<file path="src/rtl/player_motion.sv">
// Per-player movement: held-key commands become a clamped sprite position once per video frame.
// Latency: state updates on the 3rd Clk edge after frame_clk rises; outputs registered, visible the next cycle.
// Backpressure: none; command is a level sampled only on the frame tick.
module player_motion #(
    parameter logic [9:0] X_INIT      = 10'd100,
    parameter logic [9:0] Y_INIT      = 10'd240,
    parameter logic [9:0] X_MIN       = 10'd0,
    parameter logic [9:0] X_MAX       = 10'd608,
    parameter logic [9:0] Y_MIN       = 10'd0,
    parameter logic [9:0] Y_MAX       = 10'd448,
    parameter logic [2:0] SPEED_MIN   = 3'd1,
    parameter logic [2:0] SPEED_MAX   = 3'd4,
    parameter logic [3:0] RAMP_FRAMES = 4'd8,
    parameter logic [1:0] FACE_INIT   = 2'd3
) (
    input  logic       Clk,
    input  logic       Reset,
    input  logic       frame_clk,
    input  logic [3:0] command,
    output logic [9:0] pos_x,
    output logic [9:0] pos_y,
    output logic [1:0] facing,
    output logic [2:0] speed,
    output logic       moving
);

    localparam logic [1:0] IDLE   = 2'd0;
    localparam logic [1:0] RAMP   = 2'd1;
    localparam logic [1:0] CRUISE = 2'd2;

    logic              fclk_s1, fclk_s2, fclk_d;
    logic              tick;
    logic [1:0]        state, state_nxt;
    logic [3:0]        cnt, cnt_nxt, cnt_inc;
    logic [2:0]        speed_nxt, speed_inc, step;
    logic signed [1:0] dir_x, dir_y, dir_x_nxt, dir_y_nxt;
    logic signed [1:0] dx, dy;
    logic              net_zero, same_dir, do_move;
    logic [1:0]        facing_nxt;
    logic [9:0]        pos_x_nxt, pos_y_nxt;

    // Opposite keys cancel: unsigned 0-1 wraps to 2'b11, i.e. -1 as signed.
    assign dx        = {1'b0, command[0]} - {1'b0, command[1]};
    assign dy        = {1'b0, command[2]} - {1'b0, command[3]};
    assign net_zero  = (dx == 2'sd0) && (dy == 2'sd0);
    assign same_dir  = (dx == dir_x) && (dy == dir_y);
    assign tick      = fclk_s2 & ~fclk_d;
    assign cnt_inc   = cnt + 4'd1;
    assign speed_inc = speed + 3'd1;
    assign moving    = (state != IDLE);

    // Extra headroom bit so pos + step can never wrap before the clamp.
    function automatic logic [9:0] step_axis(input logic [9:0] pos, input logic signed [1:0] d,
                                             input logic [2:0] stp, input logic [9:0] lo,
                                             input logic [9:0] hi);
        logic signed [11:0] p, s, n;
        p = $signed({2'b00, pos});
        s = $signed({9'd0, stp});
        if (d == 2'sd1)
            n = p + s;
        else if (d == -2'sd1)
            n = p - s;
        else
            n = p;
        if (n < $signed({2'b00, lo}))
            return lo;
        else if (n > $signed({2'b00, hi}))
            return hi;
        else
            return n[9:0];
    endfunction

    always_comb begin
        state_nxt = state;
        speed_nxt = speed;
        cnt_nxt   = cnt;
        dir_x_nxt = dir_x;
        dir_y_nxt = dir_y;
        step      = 3'd0;
        do_move   = 1'b0;
        if (net_zero) begin
            state_nxt = IDLE;
            speed_nxt = SPEED_MIN;
            cnt_nxt   = 4'd0;
        end else if (state == IDLE || !same_dir) begin
            do_move   = 1'b1;
            step      = SPEED_MIN;
            speed_nxt = SPEED_MIN;
            cnt_nxt   = 4'd1;
            dir_x_nxt = dx;
            dir_y_nxt = dy;
            state_nxt = (SPEED_MIN == SPEED_MAX) ? CRUISE : RAMP;
        end else if (state == CRUISE) begin
            do_move = 1'b1;
            step    = SPEED_MAX;
        end else begin
            do_move = 1'b1;
            step    = speed;
            if (cnt_inc == RAMP_FRAMES) begin
                cnt_nxt   = 4'd0;
                speed_nxt = speed_inc;
                if (speed_inc == SPEED_MAX)
                    state_nxt = CRUISE;
            end else begin
                cnt_nxt = cnt_inc;
            end
        end
    end

    always_comb begin
        facing_nxt = facing;
        if (dx == -2'sd1)
            facing_nxt = 2'd2;
        else if (dx == 2'sd1)
            facing_nxt = 2'd3;
        else if (dy == -2'sd1)
            facing_nxt = 2'd0;
        else if (dy == 2'sd1)
            facing_nxt = 2'd1;
    end

    assign pos_x_nxt = do_move ? step_axis(pos_x, dx, step, X_MIN, X_MAX) : pos_x;
    assign pos_y_nxt = do_move ? step_axis(pos_y, dy, step, Y_MIN, Y_MAX) : pos_y;

    // Sync flops reset high so a frame_clk already high at release is not seen as an edge.
    always_ff @(posedge Clk) begin
        if (Reset) begin
            fclk_s1 <= 1'b1;
            fclk_s2 <= 1'b1;
            fclk_d  <= 1'b1;
            state   <= IDLE;
            cnt     <= 4'd0;
            speed   <= SPEED_MIN;
            dir_x   <= 2'sd0;
            dir_y   <= 2'sd0;
            pos_x   <= X_INIT;
            pos_y   <= Y_INIT;
            facing  <= FACE_INIT;
        end else begin
            fclk_s1 <= frame_clk;
            fclk_s2 <= fclk_s1;
            fclk_d  <= fclk_s2;
            if (tick) begin
                state  <= state_nxt;
                cnt    <= cnt_nxt;
                speed  <= speed_nxt;
                dir_x  <= dir_x_nxt;
                dir_y  <= dir_y_nxt;
                pos_x  <= pos_x_nxt;
                pos_y  <= pos_y_nxt;
                facing <= facing_nxt;
            end
        end
    end

endmodule

</file>
<file path="config.mk">
export PLATFORM = sky130hd
export DESIGN_NAME = player_motion
export DESIGN_NICKNAME = d
export VERILOG_FILES = /design/src/rtl/player_motion.sv
export SDC_FILE = /design/constraint.sdc
export NUM_CORES = 1
export LEC_CHECK = 0
export ABC_AREA = 1
export BUFFER_PORTS_ARGS = -buffer_cell sky130_fd_sc_hd__buf_2
export CORE_ASPECT_RATIO = 0.7
export CORE_MARGIN = 2
export CORE_UTILIZATION = 45
export CTS_CLUSTER_SIZE = 20
export DETAILED_ROUTE_END_ITERATION = 8
export PLACE_DENSITY = 0.64
export RECOVER_POWER = 25
export SLEW_MARGIN = 10
export SYNTH_ARGS = -nofsm -noshare
export SYNTH_HDL_FRONTEND = slang
export SYNTH_SLANG_ARGS = --single-unit
</file>
<file path="constraint.sdc">
create_clock -name Clk -period 4.25 [get_ports Clk]
set_input_delay 0.85 -clock Clk [delete_from_list [all_inputs] [get_ports Clk]]
set_output_delay 0.85 -clock Clk [all_outputs]
set_load 0.005 [all_outputs]
</file>
### Word level (Yosys, flattened, before mapping)

Index checks and enable logic that the tools add are counted.

* bits of input ports: 7
* register bits after elaboration: 38
* logic and storage cells: 81
* output and inout bits: 26

* reduce and logical (&&, ||, !) cells: 17
* order comparisons: 4
* bitwise logic cells: 3
* add/sub/neg operators: 8
* multiplexer cells: 28
* eq/ne operators: 10

Operators by type and width (count)
* $mux 12: 4
* $mux 10: 4
* $lt 12x1->1 const B: 2
* $add 10x3->11: 2
* $sub 10x3->11: 2
* $mux 3: 7
* $mux 2: 9
* $mux 4: 4
* $gt 12x10->1 const B: 1
* $gt 12x11->1 const B: 1
* $eq 2x2->1 const B: 3
* $logic_not 2->1: 3
* $reduce_and 2->1: 3
* $reduce_and 3->1: 2
* $reduce_bool 3->1: 2
* $add 4x1->4 const B: 1
* $eq 2x1->1 const B: 2
* $eq 2x2->1: 2
* $eq 4x4->1 const B: 1
* $reduce_and 4->1: 1
* $reduce_bool 4->1: 1
* $sub 1x1->2: 2
* $add 3x1->3 const B: 1
* $eq 3x3->1 const B: 1
* other kinds (7): 9

### Logic depth before layout (Yosys ltp)

* depth after elaboration: 13
* gate-level depth with buffers: 26
* mapped depth without buffers: 26

### Worst setup path before layout

No wires, ideal clock.

* kind: input -> register
* from: in command[2]
* to: reg pos_y[2]
* library setup time: 0.068 ns
* setup slack: -0.078 ns
* arrival time: 4.261 ns
* stages on the path: 23
* required time: 4.182 ns
* buffers on the path: 0
* cells stage by stage: inv_1 > ha_1 > xnor2_1 > a211oi_1 > nand2_1 > nor2_4 > inv_1 > nor3_1 > inv_1 > fa_1 > o21bai_1 > nand3_1 > nand2_1 > nand2_1 > nand2_1 > nand2_1 > nor2_2 > nand2_1 > nand2_2 > nand2_4 > nor2_4 > nand3_2 > a21oi_2

* word-level cells in the longest chain between the ends: 13
* elaborated cells between the ends (all ways): 21
* classes of those cells: add/sub (3); order compare (2); eq/ne (3); mux (6); bitwise (1); reduce/logical (6)

Ends and longest elaborated chain
* start: declaration: line 19 `input logic [3:0] command,`
* $sub 1x1->2 *: line 44 `assign dy = {1'b0, command[2]} - {1'b0, command[3]};`
* $eq 2x2->1: line 46 `assign same_dir = (dx == dir_x) && (dy == dir_y);`
* $logic_and 1x1->1: line 46
* $logic_not 1->1: line 85 `end else if (state == IDLE || !same_dir) begin`
* $logic_or 1x1->1: line 85
* $mux 3: line 85
* $mux 3: line 81 `if (net_zero) begin`
* $sub 10x3->11: line 62 `n = p - s;`
* $mux 12: line 61 `else if (d == -2'sd1)`
* $mux 12: line 59 `if (d == 2'sd1)`
* $gt 12x10->1: line 67 `else if (n > $signed({2'b00, hi}))`
* $mux 10: line 67
* $mux 10: line 65 `if (n < $signed({2'b00, lo}))`
* end signal: assignment: line 150 `pos_y <= pos_y_nxt;`
* end: declaration: line 21 `output logic [9:0] pos_y,`

Every way passes the cells marked *; elsewhere a longest branch is shown, timed or not.
A chain may end at the register's enable or synchronous reset.

### Final worst setup path

* from: in command[2]
* to: reg pos_y[3]

Same word-level chain as after synthesis.

==> impl_metrics.py <==
metrics = {
    "status": {
        "status": "complete, no violations",
    },
    "route": {
        "drc": 0,
        "drtAntennaViolNets": 0,
        "drt_wl_total_mm": 7.38,
        "drt_iter0_markers": 142,
        "drt-wirelength-per-cell_um": 13.1,
        "dr.pass1.iters": 4,
        "viasPerCell": 5.08,
        "vias": 2854,
    },
    "yosys": {
        "yosys_warnings": 0,
        "ys_seq_area_share_pct": 25.7,
        "synthArstFlopShare_pct": 0,
        "syn_avg_cell_area_um2": 6.67,
        "synth-edff-count": 0,
        "synth.largest_area_cell": "dfxtp_1",
        "synth.distinct_cells": 36,
        "synth_area_leaders": "dfxtp_1 26%, nand2_1 15%, ha_1 8.9%",
        "netlist_instances": 443,
        "ys_ff_latch": 38,
        "yosys_most_used_dff": "dfxtp_1",
        "yosysTopAreaCellShare_pct": 25.7,
        "synth_nets": 475,
        "synth_area_um2": 2960,
    },
    "global_route": {
        "antenna_found_initial": 0,
        "grt_max_degree": 26,
        "grt_pass1_vias": 2489,
        "globalRouteTotalUtil_pct": 21.3,
        "grt_pass1_wl_mm": 12.2,
        "grt_overflow_total": 0,
    },
    "setup_path": {
        "crit_arrival_ns": 4.07,
        "endpoint_kind": "flop",
        "cp_common_cell": "nand2_1",
        "cp_data_required_time_ns": 4.45,
        "cp_max_fo": 5,
        "crit_start": "command[2]",
        "worst_path_largest_cell_delay_ns": 0.46,
        "start_kind": "input pin",
        "crit_type": "in2reg",
        "path_cells": "buf_2 > inv_1 > ha_1 > xnor2_1 > a211oi_1 > nand2_1 > nor2_4 > inv_1 > nor3_2 > inv_1 > fa_1 > o21bai_2 > nand3_1 > nand2_1 > nand2_1 > nand2_1 > nand2_1 > nor2_2 > nand2_1 > nand2_2 > nand2_4 > nor2_4 > nand2_1 > a21oi_1",
        "reg2reg_from": "state[0]",
        "critPathSlowestCell": "fa_1",
    },
    "cts": {
        "clkSinkCount": 38,
        "cts_tree": "built",
        "hold_buffers": 0,
        "post-cts-setup-buffers": 0,
        "cts_root_buffer": "clkbuf_8",
        "h-tree-depth": 2,
        "insertion_delay_ns": 0.29,
        "clk_pin_slew_ns": 0.08,
        "cts_max_path_buffers": 2,
        "cts_buffers": 5,
    },
    "sta": {
        "tns_ns": 0,
        "setup_viol": 0,
        "fin_crit_ns": 3.87,
        "fin_crit_sh_pct": 91.0,
        "hold_viol": 0,
        "relSlewSlack_pct": 14.3,
        "fmax_mhz": 258,
        "finClkSkew_ns": 0.0122,
        "grt_setup_unrepaired": "no",
        "drv_slew": 0,
        "worstMarginPinSlew_ns": 1.29,
    },
    "finish": {
        "antenna_cells": 0,
        "final_common_cell": "nand2_1",
        "final_util_pct": 53.9,
        "nets": 515,
        "final_cell_mix": "118 x nand2_1, 56 x inv_1, 38 x dfxtp_1, 32 x nand3_1",
        "synthToLayoutAreaGrowth_pct": 14.6,
        "drive_gt1_share_pct": 20.2,
    },
    "hold_path": {
        "min_from": "fclk_s1",
        "hold_path_class": "reg2reg",
    },
    "placement": {
        "io_buffer_count": 32,
        "place_congestion": 0.894,
        "hpwlAfterDp_mm": 5.79,
    },
    "power_and_ir_drop": {
        "power.density_nw_per_um2": 255,
        "peakVddDrop_mv": 0.145,
        "leakagePower_nw": 1.65,
    },
    "floorplan": {
        "coreArea_um2": 6280,
        "fp.dieH_um": 71.8,
        "start_util_pct": 47.1,
        "rows": 24,
        "fp.dieW_um": 101,
        "ioPinCount": 33,
        "dieArea_um2": 7240,
    },
    "run": {
        "max_cap_viol_count": 0,
    },
}
per-layer routing:
| metal | GRT usage, % | routed length [um] | up-vias |
|---|---|---|---|
| met3 | 3.22 | 398 | 5 |
| li1 | - | - | 1500 |
| met5 | 0 | 0 | - |
| met2 | 31.4 | 3000 | 68 |
| met1 | 33.3 | 3950 | 1281 |
| met4 | 2.74 | 32 | 0 |
cell usage after synthesis, types with 5 or more instances:
cell type	instances
o21ai_0	16
dfxtp_1	38
nand3_1	32
nand2_2	10
nor2_2	5
nand2_1	118
nor2_1	27
nand3b_1	7
clkbuf_1	6
a21oi_1	30
ha_1	21
inv_2	10
nor2_4	5
xor2_1	6
nor3_1	9
o211ai_1	6
inv_1	56
kinds of logic (layout without fill, tap and decap cells):
| group | count (synthesis) | in the layout | share of synthesized area (%) |
|---|---|---|---|
| XOR/XNOR | 8 | 8 | 2.37 |
| buffers and inverters | 74 | 115 | 9.78 |
| AO/OA/AOI/OAI | 67 | 67 | 13.2 |
| flip-flops | 38 | 38 | 25.7 |
| AND/OR/NAND/NOR | 231 | 231 | 37.3 |
| adder cells (fa/ha/maj) | 25 | 25 | 11.6 |
final timing paths:
kind	to	slack, ns	cells past startpoint
max	pos_y[3]	0.38	24
max reg2reg	pos_y[3]	0.90	22
min reg2reg	fclk_s2	0.42	1
min	fclk_s2	0.42	1
through the flow:
step	worst slack [ns]	hold WS [ns]	power, W	cells	cell area (um^2)
2_1_floorplan	0.202	0.389	0.000462	443	2960
3_3_place_gp	0.112	0.394	0.000493	554	3240
3_5_place_dp	0.0112	0.397	0.000495	554	3240
6_report	0.381	0.415	0.000862	562	3390
4_1_cts	0.300	0.417	0.000871	562	3380
5_1_grt	0.0185	0.439	0.000902	562	3390
flip-flops by register name (all words and copies together) (netlist names):
| name | flops |
|---|---|
| cnt | 4 |
| dir_x | 2 |
| dir_y | 2 |
| facing | 2 |
| fclk_d | 1 |
| fclk_s1 | 1 |
| fclk_s2 | 1 |
| pos_x | 10 |
| pos_y | 10 |
| speed | 3 |
| state | 2 |
report_power, final:
part	switching [W]	internal, W	total [W]	leakage [nW]
registers	0.00000817	0.000363	0.000372	0.308
clock network	0.000139	0.000235	0.000375	0.0683
logic	0.0000758	0.0000401	0.000116	1.27
critical path: cells and delay by family:
kind / cells / cell delay (ns)
simple gates: 14 / 1.40
fa+ha+maj: 2 / 0.79
compound gates: 3 / 0.53
buf+inv: 4 / 0.36
xor+xnor: 1 / 0.14
layout make-up:
type,count,area [um^2]
Sequential cell,38,761
Clock buffer,5,68.8
Tap cell,78,97.6
Fill cell,653,2890
Timing Repair Buffer,41,224
Clock inverter,3,68.8
Inverter,66,248
Multi-Input combinational cell,331,1920
timing repair:
action,in CTS,in global routing
endpoints found under the hold margin,0,0
gates resized for setup,0,2
setup endpoints to repair,0,5
Power figures use the tool's default switching activity.
